## src/rtl/hazard_ctrl.sv

```systemverilog
// Load-use / MDU-busy hazard detection, MDU sequencing and branch flush control.
// Optional stall statistics counter is built only when HAZ_STALL_CNT_EN is defined.
module hazard_ctrl #(
  parameter int unsigned MD_MULT_CYC = 4,
  parameter int unsigned MD_DIV_CYC  = 32,
  parameter int unsigned CNT_W       = 32
) (
  input  logic             clk,
  input  logic             rst,
  input  logic [4:0]       rs_IF_ID_r,
  input  logic [4:0]       rt_IF_ID_r,
  input  logic             ID_uses_rs,
  input  logic             ID_uses_rt,
  input  logic [4:0]       rt_ID_EX_r,
  input  logic             EX_ctrl_MemRd,
  input  logic             ID_is_md,
  input  logic             ID_md_div,
  input  logic             ID_reads_hilo,
  input  logic             EX_branch_taken,
  output logic             PC_wr,
  output logic             IF_ID_wr,
  output logic             IF_ID_flush,
  output logic             ID_EX_flush,
  output logic             md_start,
  output logic             md_div,
  output logic             md_busy,
  output logic [CNT_W-1:0] stall_cnt
);

  localparam logic [7:0] MultCyc = MD_MULT_CYC[7:0];
  localparam logic [7:0] DivCyc  = MD_DIV_CYC[7:0];

  typedef enum logic [0:0] {StIdle, StBusy} state_e;

  state_e     fsm_q, fsm_d;
  logic [7:0] busy_cnt_q, busy_cnt_d;

  logic ld_use, md_haz, stall;

  assign ld_use = EX_ctrl_MemRd && (rt_ID_EX_r != 5'd0) &&
                  ((ID_uses_rs && (rs_IF_ID_r == rt_ID_EX_r)) ||
                   (ID_uses_rt && (rt_IF_ID_r == rt_ID_EX_r)));
  assign md_haz = (fsm_q == StBusy) && (ID_reads_hilo || ID_is_md);
  assign stall  = (ld_use || md_haz) && !EX_branch_taken;

  always_comb begin
    PC_wr       = 1'b1;
    IF_ID_wr    = 1'b1;
    IF_ID_flush = 1'b0;
    ID_EX_flush = 1'b0;
    md_start    = 1'b0;
    md_div      = 1'b0;
    md_busy     = (fsm_q == StBusy);
    if (EX_branch_taken) begin
      IF_ID_flush = 1'b1;
      ID_EX_flush = 1'b1;
    end else if (stall) begin
      PC_wr       = 1'b0;
      IF_ID_wr    = 1'b0;
      ID_EX_flush = 1'b1;
    end else if (ID_is_md) begin
      md_start = 1'b1;
      md_div   = ID_md_div;
    end
  end

  // A running operation is never aborted by a branch flush; only reset clears it.
  always_comb begin
    fsm_d      = fsm_q;
    busy_cnt_d = busy_cnt_q;
    unique case (fsm_q)
      StIdle: begin
        if (md_start) begin
          fsm_d      = StBusy;
          busy_cnt_d = ID_md_div ? DivCyc : MultCyc;
        end
      end
      StBusy: begin
        if (busy_cnt_q == 8'd1) begin
          fsm_d      = StIdle;
          busy_cnt_d = 8'd0;
        end else begin
          busy_cnt_d = busy_cnt_q - 8'd1;
        end
      end
      default: begin
        fsm_d      = StIdle;
        busy_cnt_d = 8'd0;
      end
    endcase
  end

  always_ff @(posedge clk or negedge rst) begin
    if (!rst) begin
      fsm_q      <= StIdle;
      busy_cnt_q <= 8'd0;
    end else begin
      fsm_q      <= fsm_d;
      busy_cnt_q <= busy_cnt_d;
    end
  end

`ifdef HAZ_STALL_CNT_EN
  logic [CNT_W-1:0] stall_cnt_q, stall_cnt_d;

  // Saturating count of stall cycles; branch-flush cycles have stall low.
  always_comb begin
    stall_cnt_d = stall_cnt_q;
    if (stall && (stall_cnt_q != {CNT_W{1'b1}})) begin
      stall_cnt_d = stall_cnt_q + 1'b1;
    end
  end

  always_ff @(posedge clk or negedge rst) begin
    if (!rst) begin
      stall_cnt_q <= '0;
    end else begin
      stall_cnt_q <= stall_cnt_d;
    end
  end

  assign stall_cnt = stall_cnt_q;
`else
  assign stall_cnt = '0;
`endif

endmodule

```

## config.mk

```make
export PLATFORM = sky130hd
export DESIGN_NAME = hazard_ctrl
export DESIGN_NICKNAME = d
export VERILOG_FILES = /design/src/rtl/hazard_ctrl.sv
export SDC_FILE = /design/constraint.sdc
export NUM_CORES = 1
export LEC_CHECK = 0
export ABC_AREA = 1
export CORE_MARGIN = 10
export CORE_UTILIZATION = 50
export CTS_CLUSTER_DIAMETER = 50
export DETAILED_ROUTE_END_ITERATION = 10
export DONT_BUFFER_PORTS = 1
export HOLD_SLACK_MARGIN = 0.15
export PLACE_DENSITY_LB_ADDON = 0.3
export SLEW_MARGIN = 5
export SYNTH_ARGS = -nofsm -noshare
export SYNTH_HDL_FRONTEND = slang
export SYNTH_SLANG_ARGS = --single-unit
```

## constraint.sdc

```tcl
create_clock -name clk -period 1.76 [get_ports clk]
set_input_delay 0.088 -clock clk [delete_from_list [all_inputs] [get_ports clk]]
set_output_delay 0.088 -clock clk [all_outputs]
set_load 0.02 [all_outputs]
```

==> impl_metrics.xml <==
<?xml version="1.0" encoding="UTF-8"?>
<metrics>
  <group name="run_status">
    <metric name="run_status" unit="">completed</metric>
  </group>
  <group name="logic_synthesis">
    <metric name="synthesis.area" unit="sq mm">0.001046</metric>
    <metric name="synthMostInstantiatedCell" unit="">nand2_1</metric>
    <metric name="synth_largest_area_cell" unit="">buf_4</metric>
    <metric name="top_post_synthesis_cells_by_count" unit="">nand2_1, buf_4, inv_1</metric>
    <metric name="synth_top_area_share" unit="%">24.40</metric>
    <metric name="sequential_to_total_area_share_from_yosys_stat" unit="%">21.53</metric>
    <metric name="compound_gate_fraction_of_synth_area" unit="%">2.033</metric>
    <metric name="synth_simple_gate_area_share" unit="%">34.57</metric>
    <metric name="synthesis.area_per_instance" unit="sq um">6.378</metric>
    <metric name="synth_enable_flop_cells" unit="">0</metric>
    <metric name="post_synthesis_share_of_cell_area_spent_on_full_adders_half_adders_and_majority_gates" unit="%">2.392</metric>
    <metric name="post_synth_main_area_contributors" unit="">buf_4, dfrtp_1, nand2_1, inv_1, nand3_1</metric>
    <metric name="yosys_warnings" unit="">0</metric>
    <metric name="synth.mux.area_fraction" unit="%">0</metric>
    <metric name="yosys_register_bits" unit="">9</metric>
    <metric name="yosys_most_used_dff" unit="">dfrtp_1</metric>
    <metric name="synthCells" unit="">164</metric>
    <metric name="ys_async_sr_fraction" unit="%">100.0</metric>
    <metric name="synth_cell_type_count" unit="">23</metric>
    <metric name="synth_top_family_by_area" unit="">simple AND/OR/NAND/NOR gates</metric>
    <metric name="post_synth_xor_area_fraction" unit="%">5.024</metric>
  </group>
  <group name="timing">
    <metric name="fin_worst_skew" unit="ns">0.009743</metric>
    <metric name="timing.final.crit_share" unit="%">89.30</metric>
    <metric name="unrepaired_setup_endpoints_after_global_routing" unit="">no</metric>
    <metric name="maxSlewViolCount" unit="">0</metric>
    <metric name="post-route-min-period" unit="ns">1.572</metric>
    <metric name="max_fclk" unit="MHz">636.3</metric>
    <metric name="fin_tns_setup" unit="ns">0</metric>
    <metric name="setup_violating_endpoint_count_in_the_final_report" unit="">0</metric>
    <metric name="finalHoldViolations" unit="">0</metric>
  </group>
  <group name="global_routing">
    <metric name="grtUsageMet3" unit="%">5.424</metric>
    <metric name="aggregate_global_route_resource_usage" unit="%">9.869</metric>
    <metric name="grtUsageMet2" unit="%">16.67</metric>
    <metric name="maximum_number_of_pins_on_one_net_before_global_route_repair" unit="">12</metric>
    <metric name="first_global_vias" unit="">790</metric>
    <metric name="most_used_layer_global_route" unit="">met2</metric>
    <metric name="globalRoute.totalOverflow" unit="">0</metric>
    <metric name="grt_antenna_before_repair" unit="">0</metric>
    <metric name="grt_pass1_wl" unit="um">3456</metric>
    <metric name="use_met1" unit="%">10.23</metric>
  </group>
  <group name="setup_path">
    <metric name="cp_max_delay_cell" unit="">dfrtp_1</metric>
    <metric name="worst-r2r-cell-count" unit="">6</metric>
    <metric name="end_kind" unit="">output pin</metric>
    <metric name="worst_setup_path_start_kind" unit="">register</metric>
    <metric name="worst_ep_required_time" unit="ns">1.67</metric>
    <metric name="reg2reg_setup_slack" unit="ns">0.48</metric>
    <metric name="highest_net_fanout_along_the_worst_path" unit="">11</metric>
    <metric name="critPathArrivalTime" unit="ns">1.48</metric>
    <metric name="r2r_end" unit="">busy_cnt_q[7]</metric>
    <metric name="cp_slowest_stage_delay" unit="ns">0.38</metric>
    <metric name="worst_flop_to_flop_path_startpoint" unit="">busy_cnt_q[0]</metric>
    <metric name="timing.critical_path.cells" unit="">o21ai_0 &gt; nand4_2 &gt; inv_2 &gt; nand2_1 &gt; inv_1</metric>
    <metric name="criticalPathCategory" unit="">register to output pin</metric>
  </group>
  <group name="layout">
    <metric name="seqCellArea" unit="sq um">225.2</metric>
    <metric name="design.final.nets" unit="">194</metric>
    <metric name="fillcell_total" unit="">226</metric>
    <metric name="fraction_of_layout_instances_using_a_drive_strength_above_1" unit="%">7.784</metric>
    <metric name="area_growth_syn_to_layout" unit="%">-5.981</metric>
    <metric name="diodes" unit="">0</metric>
    <metric name="multiInputGateArea" unit="sq um">580.6</metric>
  </group>
  <group name="min_path">
    <metric name="holdCritStartpoint" unit="">ID_is_md</metric>
    <metric name="min_delay_worst_endpoint" unit="">md_busy</metric>
    <metric name="holdCritPathClass" unit="">input port to register</metric>
    <metric name="number_of_cells_on_the_worst_hold_path" unit="">2</metric>
  </group>
  <group name="drt">
    <metric name="viasPerCell" unit="">4.299</metric>
    <metric name="route.antenna.remaining_nets" unit="">0</metric>
    <metric name="dr.first_iter.drc_count" unit="">37</metric>
    <metric name="wire_length_per_cell_after_detailed_routing" unit="um">11.43</metric>
    <metric name="vias" unit="">834</metric>
    <metric name="route.detailed.drc" unit="">0</metric>
    <metric name="firstDrtPassIters" unit="">6</metric>
    <metric name="finalWirelength" unit="um">2218</metric>
  </group>
  <group name="power">
    <metric name="total_power" unit="mW">0.4907</metric>
    <metric name="peakVddDrop" unit="uV">489.1</metric>
    <metric name="powerDensity" unit="mW/mm^2">499.0</metric>
    <metric name="total_leakage_power" unit="nW">0.5968</metric>
  </group>
  <group name="floorplanning">
    <metric name="initial_utilization" unit="%">52.78</metric>
    <metric name="num_io_pins" unit="">63</metric>
    <metric name="fp.dieW" unit="um">65.74</metric>
    <metric name="num_rows" unit="">16</metric>
    <metric name="core-area" unit="sq mm">0.001982</metric>
    <metric name="chipHeight" unit="um">65.74</metric>
    <metric name="floorplan.die_area" unit="sq mm">0.004322</metric>
  </group>
  <group name="clocking">
    <metric name="cts_tree" unit="">yes</metric>
    <metric name="cts_buffers" unit="">3</metric>
    <metric name="cts-hold-fix-buffers" unit="">2</metric>
    <metric name="max_buffers_root_to_sink" unit="">2</metric>
    <metric name="cts_setup_buffers" unit="">0</metric>
    <metric name="cts_sinks" unit="">9</metric>
    <metric name="cts.reportedPaths.clkPinSlew" unit="ns">0.06</metric>
    <metric name="post_cts_resize_count" unit="">0</metric>
    <metric name="cts.htree.levels" unit="">1</metric>
    <metric name="cts.root.buffer_cell" unit="">clkbuf_4</metric>
    <metric name="clkLatencyLatePin" unit="ns">0.27</metric>
  </group>
  <group name="run">
    <metric name="cap_violations" unit="">0</metric>
  </group>
  <group name="placed_design">
    <metric name="place_congestion" unit="">0.9124</metric>
    <metric name="dp_hpwl" unit="um">1966</metric>
    <metric name="port_buffers" unit="">0</metric>
  </group>
</metrics>
## final cells by class
| type | count | share of cell area (%) |
|---|---|---|
| clock buffers | 4 | 2.672 |
| inverters | 22 | 8.397 |
| multi-input cells | 128 | 59.03 |
| flip-flops and latches | 9 | 22.90 |
| well taps | 27 | 3.435 |
| repair buffers | 4 | 3.562 |
## routing by layer
metal	wire length, um	share of wire, %
met1	818	37
met2	1053	47
met3	335	15
met4	10	0.45
met5	0	0
## stage by stage
stage	instance area (sq um)	worst slack, ns	hold WS, ns	cells	utilization (%)
after floorplan	1162	0.4304	-0.2076	195	-
after global placement	937.1	0.5045	-0.2073	188	47.29
after detailed placement	937.1	0.4612	-0.2073	188	47.29
after CTS	983.4	0.1767	0.1648	194	49.62
after global routing	983.4	0.05728	0.1763	194	49.62
final	983.4	0.1884	0.1560	194	49.62
## worst max-delay path: cells and delay by family (launching register included)
family / cells / cell delay (ns)
AND/OR/NAND/NOR: 2 / 0.40
flip-flops: 1 / 0.38
buffers and inverters: 2 / 0.29
AO/OA/AOI/OAI: 1 / 0.15
## worst max path at each step
stage,end,from,cells after the start
2_1_floorplan,md_div,md_busy,6
3_3_place_gp,md_div,md_busy,5
3_5_place_dp,md_div,md_busy,5
4_1_cts,md_div,md_busy,5
5_1_grt,md_div,md_busy,5
6_report,md_div,md_busy,5
## power by group
group / total (mW) / switching (mW) / internal [mW]
clock network: 0.160 / 0.0725 / 0.0874
registers: 0.207 / 0 / 0.207
logic: 0.124 / 0.103 / 0.0213
total: 0.491 / 0.175 / 0.316
## placed cells by master (no fill, tap or decap), drive strengths merged
cell type    instances
buf                  2
clkbuf               4
conb                32
dfrtp                9
dlygate4sd3          2
ha                   2
inv                 22
nand2               54
nand3               12
nand4                3
nor2                12
nor3                 2
o21ai                3
o22ai                1
or2                  1
xnor2                3
xor2                 3
## cells by family after synthesis
kind of cell,after synthesis
flip-flops,9
AO/OA/AOI/OAI,4
AND/OR/NAND/NOR,84
adder cells (fa/ha/maj),2
XOR/XNOR,6
buffers and inverters,58
other,1
## state kept, by name (all words and copies together) (netlist names)
signal,flops
busy_cnt_q,8
md_busy,1
Power figures use the tool's default switching activity.
